File: src/rtl/fifo_ptr_ctrl_if.sv
// Handshake/status bundle for one side of a dual-clock FIFO pointer controller.
// The master is the user of the FIFO side: it raises inc and delivers the
// opposite domain's synchronised Gray pointer. The slave is fifo_ptr_ctrl.
interface fifo_ptr_ctrl_if #(
    parameter int ADDR_W = 3
);
    localparam int PTR_W = ADDR_W + 1;

    logic              inc;
    logic [PTR_W-1:0]  sync_ptr_gray;
    logic              accept;
    logic [ADDR_W-1:0] addr;
    logic [PTR_W-1:0]  ptr_bin;
    logic [PTR_W-1:0]  ptr_gray;
    logic              flag;
    logic              almost;
    logic [PTR_W-1:0]  level;
    logic              err;

    modport master (
        output inc, sync_ptr_gray,
        input  accept, addr, ptr_bin, ptr_gray, flag, almost, level, err
    );

    modport slave (
        input  inc, sync_ptr_gray,
        output accept, addr, ptr_bin, ptr_gray, flag, almost, level, err
    );
endinterface

File: src/rtl/fifo_ptr_ctrl.sv
// Gray-coded FIFO pointer and flag generator for one clock domain of a
// dual-clock FIFO. IS_WR=0 gives the read side (flag = empty), IS_WR=1 the
// write side (flag = full). Only ptr_gray is meant to leave this domain.
module fifo_ptr_ctrl #(
    parameter int ADDR_W     = 3,
    parameter int IS_WR      = 0,
    parameter int RESET_BIN  = 0,
    parameter int ALMOST_THR = 1
) (
    input  logic            clk,
    input  logic            reset,
    fifo_ptr_ctrl_if.slave  bus
);
    localparam int PTR_W = ADDR_W + 1;
    localparam int DEPTH = 1 << ADDR_W;

    localparam logic [PTR_W-1:0] RST_BIN  = PTR_W'(RESET_BIN);
    localparam logic [PTR_W-1:0] RST_GRAY = RST_BIN ^ (RST_BIN >> 1);
    // Full means the Gray pointers differ exactly in their top two bits.
    localparam logic [PTR_W-1:0] FULL_MASK = PTR_W'(3) << (PTR_W - 2);
    localparam logic [PTR_W-1:0] AE_LVL    = PTR_W'(ALMOST_THR);
    localparam logic [PTR_W-1:0] AF_LVL    = PTR_W'(DEPTH - ALMOST_THR);
    localparam logic             RST_FLAG  = (IS_WR == 0);
    localparam logic             RST_ALM   = (IS_WR == 0) ? 1'b1 : (ALMOST_THR >= DEPTH);

    logic [PTR_W-1:0] bin_q;
    logic [PTR_W-1:0] gray_q;
    logic [PTR_W-1:0] level_q;
    logic             flag_q;
    logic             almost_q;
    logic             err_q;

    logic             accept;
    logic [PTR_W-1:0] next_bin;
    logic [PTR_W-1:0] next_gray;
    logic [PTR_W-1:0] other_bin;
    logic [PTR_W-1:0] next_level;
    logic             next_flag;
    logic             next_almost;

    // Decision uses only the registered flag, keeping sync_ptr_gray off the accept path.
    assign accept    = bus.inc & ~flag_q;
    assign next_bin  = bin_q + {{(PTR_W-1){1'b0}}, accept};
    assign next_gray = next_bin ^ (next_bin >> 1);

    // Gray-to-binary: each binary bit is the XOR of all Gray bits at or above it.
    always_comb begin
        other_bin = '0;
        for (int i = 0; i < PTR_W; i++) begin
            other_bin[i] = ^(bus.sync_ptr_gray >> i);
        end
    end

    // Lookahead occupancy and flags, already including this cycle's accept.
    always_comb begin
        next_level  = '0;
        next_flag   = 1'b0;
        next_almost = 1'b0;
        if (IS_WR != 0) begin
            next_level  = next_bin - other_bin;
            next_flag   = (next_gray == (bus.sync_ptr_gray ^ FULL_MASK));
            next_almost = (next_level >= AF_LVL);
        end else begin
            next_level  = other_bin - next_bin;
            next_flag   = (next_gray == bus.sync_ptr_gray);
            next_almost = (next_level <= AE_LVL);
        end
    end

    // Pointer and flag registers; reset wins over inc.
    always_ff @(posedge clk) begin
        if (reset) begin
            bin_q    <= RST_BIN;
            gray_q   <= RST_GRAY;
            level_q  <= '0;
            flag_q   <= RST_FLAG;
            almost_q <= RST_ALM;
        end else begin
            bin_q    <= next_bin;
            gray_q   <= next_gray;
            level_q  <= next_level;
            flag_q   <= next_flag;
            almost_q <= next_almost;
        end
    end

    // Sticky error: a request arriving while the flag blocks it.
    always_ff @(posedge clk) begin
        if (reset) begin
            err_q <= 1'b0;
        end else if (bus.inc & flag_q) begin
            err_q <= 1'b1;
        end
    end

    assign bus.accept   = accept;
    assign bus.addr     = bin_q[ADDR_W-1:0];
    assign bus.ptr_bin  = bin_q;
    assign bus.ptr_gray = gray_q;
    assign bus.flag     = flag_q;
    assign bus.almost   = almost_q;
    assign bus.level    = level_q;
    assign bus.err      = err_q;
endmodule

File: src/flat_wrapper.sv
// flat-port wrapper written by rule: the top's interface ports become plain ports
module fifo_ptr_ctrl_flat 
#(
    parameter int ADDR_W     = 3,
    parameter int IS_WR      = 0,
    parameter int RESET_BIN  = 0,
    parameter int ALMOST_THR = 1
)
  (clk, reset, bus_inc, bus_sync_ptr_gray, bus_accept, bus_addr, bus_ptr_bin, bus_ptr_gray, bus_flag, bus_almost, bus_level, bus_err);
  fifo_ptr_ctrl_if #(.ADDR_W(ADDR_W)) bus_i ();
  input  logic clk;
  input  logic reset;
  input wire logic [$bits(bus_i.inc)-1:0] bus_inc;
  input wire logic [$bits(bus_i.sync_ptr_gray)-1:0] bus_sync_ptr_gray;
  output wire logic [$bits(bus_i.accept)-1:0] bus_accept;
  output wire logic [$bits(bus_i.addr)-1:0] bus_addr;
  output wire logic [$bits(bus_i.ptr_bin)-1:0] bus_ptr_bin;
  output wire logic [$bits(bus_i.ptr_gray)-1:0] bus_ptr_gray;
  output wire logic [$bits(bus_i.flag)-1:0] bus_flag;
  output wire logic [$bits(bus_i.almost)-1:0] bus_almost;
  output wire logic [$bits(bus_i.level)-1:0] bus_level;
  output wire logic [$bits(bus_i.err)-1:0] bus_err;
  assign bus_i.inc = bus_inc;
  assign bus_i.sync_ptr_gray = bus_sync_ptr_gray;
  assign bus_accept = bus_i.accept;
  assign bus_addr = bus_i.addr;
  assign bus_ptr_bin = bus_i.ptr_bin;
  assign bus_ptr_gray = bus_i.ptr_gray;
  assign bus_flag = bus_i.flag;
  assign bus_almost = bus_i.almost;
  assign bus_level = bus_i.level;
  assign bus_err = bus_i.err;
  fifo_ptr_ctrl #(.ADDR_W(ADDR_W), .IS_WR(IS_WR), .RESET_BIN(RESET_BIN), .ALMOST_THR(ALMOST_THR)) u_core (.clk(clk), .reset(reset), .bus(bus_i));
endmodule
File: config.mk
export PLATFORM = sky130hd
export DESIGN_NAME = fifo_ptr_ctrl_flat
export DESIGN_NICKNAME = d
export VERILOG_FILES = /design/src/rtl/fifo_ptr_ctrl_if.sv /design/src/rtl/fifo_ptr_ctrl.sv /design/src/flat_wrapper.sv
export SDC_FILE = /design/constraint.sdc
export NUM_CORES = 1
export LEC_CHECK = 0
export CAP_MARGIN = 40
export CORE_AREA = 2 2 43 45
export CTS_BUF_LIST = sky130_fd_sc_hd__clkbuf_4 sky130_fd_sc_hd__clkbuf_8 sky130_fd_sc_hd__clkbuf_16
export DETAILED_ROUTE_END_ITERATION = 16
export DIE_AREA = 0 0 45 47
export PLACE_DENSITY = 0.76
export SETUP_SLACK_MARGIN = 0.3
export SYNTH_ARGS = -nofsm -noshare
export SYNTH_HDL_FRONTEND = slang
export SYNTH_SLANG_ARGS = --single-unit
File: constraint.sdc
create_clock -name clk -period 6.6 [get_ports clk]
set_input_delay 1.65 -clock clk [delete_from_list [all_inputs] [get_ports clk]]
set_output_delay 1.65 -clock clk [all_outputs]
set_load 0.02 [all_outputs]
# [Word-level counts from Yosys, hierarchy flattened]
# Index checks and enable logic that the tools add are counted.
[classes] n_lt_le_gt_ge=1 eq_ne=1 n_bitwise=4 reduce_logical=4 addsub=2
[ops] operator="$reduce_xor 4->1" n=4
[ops] operator="$add 4x1->4" n=1
[ops] operator="$eq 4x4->1" n=1
[ops] operator="$le 4x1->1 const B" n=1
[ops] operator="$sub 4x4->4" n=1
[ops] operator="$xor 4x3->4" n=1
[ops] operator="$and 1x1->1" n=2
[ops] operator="$not 1->1" n=1
[word_totals] in_bits=7 reg_bits=15 output_inout_bits=19 elab_cells=18

# [Longest topological paths before layout]
[logic_depth] word_depth=5 depth_mapped=9 ltp_nobuf=9

# [Worst setup path after synthesis]
# No wires, ideal clock.
[synth_timing] path_type="input -> register" startpoint="input port bus_inc" endpoint="register u_core.almost_q (netlist: u_core.bus.almost)" setup_time_ns=0.115 stages=9 t_arrival_ns=3.631 path_slack_ns=2.853 n_path_buf=0 cell_sequence="nor2b_1 ha_1 ha_1 xnor2_1 ha_1 a21bo_2 o221ai_2 xnor2_1 a31o_1"
[synth_via] elab_chain_len=4
[synth_rtl] item="start, declared" line="flat_wrapper.sv:13" text="input wire logic [$bits(bus_i.inc)-1:0] bus_inc;"
[synth_rtl] item="$and 1x1->1" line="fifo_ptr_ctrl.sv:42" text="assign accept = bus.inc & ~flag_q;"
[synth_rtl] item="$add 4x1->4" line="fifo_ptr_ctrl.sv:43" text="assign next_bin = bin_q + {{(PTR_W-1){1'b0}}, accept};"
[synth_rtl] item="$sub 4x4->4" line="fifo_ptr_ctrl.sv:64" text="next_level = other_bin - next_bin;"
[synth_rtl] item="$le 4x1->1" line="fifo_ptr_ctrl.sv:66" text="next_almost = (next_level <= AE_LVL);"
[synth_rtl] item="end signal, assigned" line="fifo_ptr_ctrl.sv:83" text="almost_q <= next_almost;"
[synth_rtl] item="end, declared" line="fifo_ptr_ctrl.sv:30" text="logic almost_q;"
# No other way between the ends.
# A chain may end at the register's enable or synchronous reset.

# [Worst setup path after layout]
[layout_timing] startpoint="input port bus_inc" endpoint="output port bus_accept"
[layout_via] elab_chain_len=1
[layout_rtl] item="$and 1x1->1" line="fifo_ptr_ctrl.sv:42"
[layout_rtl] item="end, declared" line="flat_wrapper.sv:15" text="output wire logic [$bits(bus_i.accept)-1:0] bus_accept;"
# No other way between the ends.

==> results.txt <==
M2 GR Usage = 25.43%
Clock Tree Buf Depth = 2
Part of the power in registers = 41.5%
Final Hold Viols = 0
Net Sw Power = 0.06665 mW
Routed via count = 530
Sink Count = 14
Worst Path Arrival = 2.91 ns
Clock power share = 26.4%
Startpoint types = input port
Worst Hold Class = reg -> reg
Crit-path cells = clkdlybuf4s50_1 > nor2b_1 > clkdlybuf4s50_1
Routed wire length = 1.305 mm
Worst setup EP type = output pin
CTS tree = built
Port buffer count = 25
Initial antenna violation count = 0
Avg Cell Area, Syn = 10.35 um2
Pleak = 0.4151 nW
Setup Buffers After CTS = 0
Cts hold-fix bufs = 0
Max-slew violation count = 0
Vias in the first global route = 528
Synth warn = 0
Crit path max-delay family = buffers and inverters
N_diodes = 0
CP bufs+invs = 2
Max Clock Freq = 219.1 MHz
RSZ-0062 raised after global routing = no
Unique masters post-synth = 23
Gate power share = 32.1%
Area Growth Syn to Fin = 37.31%
Clock root buffer master = clkbuf_4
Die area = 2115 um2
Std cell rows = 15
WL per Instance = 11.86 um
Slowest stage delay, CP = 0.62 ns
Clock period minus worst slack = 4.564 ns
Final net count = 106
Final setup vio count = 0
CP Class = in -> out
Placed Instances = 106
Yosys reg bits = 14
EDFF count, synth = 0
I/O pin count = 26
Detailed Place HPWL = 1.011 mm
Count leader, synth = dfxtp_1
Grt ovf = 0
Sw Ratio = 28.85%
Via-to-Cell Ratio = 4.818
Worst Skew = 0.008982 ns
Post-DRT Antenna Nets = 0
Status = complete, no violations
Initial Util = 43.86%
Cts bufs inserted = 3
CP most frequent cell = clkdlybuf4s50_1
Power after layout = 0.2311 mW
Post-synth top cells = 14 x dfxtp_1, 8 x nor2_1, 7 x xnor2_1
Post-synthesis sequential area ratio = 38.69%
Mapped Area = 724.4 um2
Cts repair resizes = 0
Fillers = 141
Worst slew pin tran = 0.5074 ns
Synth area leaders = dfxtp_1 39%, ha_1 8.6%, xnor2_1 8.5%
Routing usage on met3 = 3.846%
DRC Markers = 0
Sum of negative setup slack = 0 ns
H-tree depth = 1
Cell taking the most area after synthesis = dfxtp_1
Critical path required time = 4.95 ns
Die width = 45 um
Slew headroom = 66.07%
Total track usage = 14.86%
Largest net degree at the start of global routing = 15
Worst-skew pair later-pin latency = 0.28 ns
Layout cells sized above 1 = 12.90%
Grt met1 use = 17.41%
Primary FF master, synth = dfxtp_1
RePlAce Congestion = 0.7135
Busiest grt layer = met2
Clock-pin slew on the worst setup and hold paths = 0.08 ns
Core area = 1652 um2
DRT Pass-1 Iters = 3
Int Power = 0.1644 mW
Net Count, Synth = 82
Final non-filler cell total = 110
Post-synth top area share = 38.69%
Max-Cap Viols = 0
PD cells = 232.3 nW/um2
Peak supply drop = 0.1304 mV
Die H = 47 um
Final worst path period share = 69.15%
Post-Syn Instances = 70
Asr flop ratio synth = 0%
Crit-path slowest cell = clkdlybuf4s50_1
First-pass GRT wire length = 2.249 mm
Initial DRC count = 7
CP Max Fanout = 2
-- area by class of cell --
cell class / count / area, um2 / area share (%)
Multi-Input combinational cell: 47 / 395.4 / 39.75
Sequential cell: 14 / 280.3 / 28.18
Inverter: 3 / 11.26 / 1.132
Clock buffer: 4 / 36.28 / 3.648
Tap cell: 17 / 21.27 / 2.138
Timing Repair Buffer: 25 / 250.2 / 25.16
-- tightest hold or removal path, delay by kind of cell (launching register included) --
| kind | cells | cell delay (ns) |
|---|---|---|
| compound gates | 1 | 0.04 |
| flops | 1 | 0.34 |
| simple gates | 1 | 0.08 |
-- power groups by stage --
stage / combinational [mW] / sequential, mW / clock (mW)
after floorplan: 0.0357 / 0.109 / 0
after global placement: 0.0740 / 0.0976 / 0
after detailed placement: 0.0747 / 0.0978 / 0
after CTS: 0.0753 / 0.0960 / 0.0641
after global routing: 0.0815 / 0.0969 / 0.0666
final: 0.0742 / 0.0959 / 0.0610
-- registers in the layout (all words and copies together), names as in the netlist --
register / count
u_core.bus.level: 4
u_core.bus.almost: 1
u_core.bus.ptr_gray: 4
u_core.bus.ptr_bin: 3
u_core.bus.flag: 1
u_core.bus.err: 1
-- cell families after synthesis --
| logic type | Yosys count | synth area share [%] |
|---|---|---|
| XOR/XNOR | 15 | 22.80 |
| adder cells (fa/ha/maj) | 5 | 8.636 |
| multiplexers | 1 | 1.382 |
| AO/OA/AOI/OAI | 8 | 9.845 |
| buffers and inverters | 9 | 6.736 |
| AND/OR/NAND/NOR | 18 | 11.92 |
| flip-flops | 14 | 38.69 |
-- metal layers --
layer  part of all wire, %  routed length (um)
met3                   6.5                  85
met5                     0                   0
met1                    43                 557
met4                     0                   0
met2                    51                 662
-- stage by stage --
| step | hold slack, ns | instance area [um2] | util (%) | worst slack, ns |
|---|---|---|---|---|
| 2_1_floorplan | 0.5701 | 724.4 | - | 2.853 |
| 3_3_place_gp | 0.4540 | 958.4 | 58.03 | 2.050 |
| 3_5_place_dp | 0.4846 | 958.4 | 58.03 | 2.027 |
| 4_1_cts | 0.5095 | 994.7 | 60.23 | 2.027 |
| 5_1_grt | 0.5460 | 994.7 | 60.23 | 1.959 |
| 6_report | 0.5019 | 994.7 | 60.23 | 2.036 |
-- placed cells by master, fill, tap and decap left out, types with 2 or more instances in the layout --
master and count:
nand2_1 2, clkdlybuf4s50_1 25, inv_1 3, dfxtp_1 14
clkbuf_4 3, xor2_1 6, nor2b_1 4, nor2_1 8
or2_2 2, a21oi_1 2, xnor2_1 7, ha_1 5
-- worst paths after layout --
path,end,from,slack [ns],depth (start not counted)
worst min register to register,u_core.bus.err,u_core.bus.err,0.50,2
worst max register to register,u_core.bus.almost,u_core.bus.flag,4.18,9
worst min-delay path,u_core.bus.err,u_core.bus.err,0.50,2
worst max-delay path,bus_accept,bus_inc,2.04,3
Note: power is estimated with default switching activity, not from simulation.
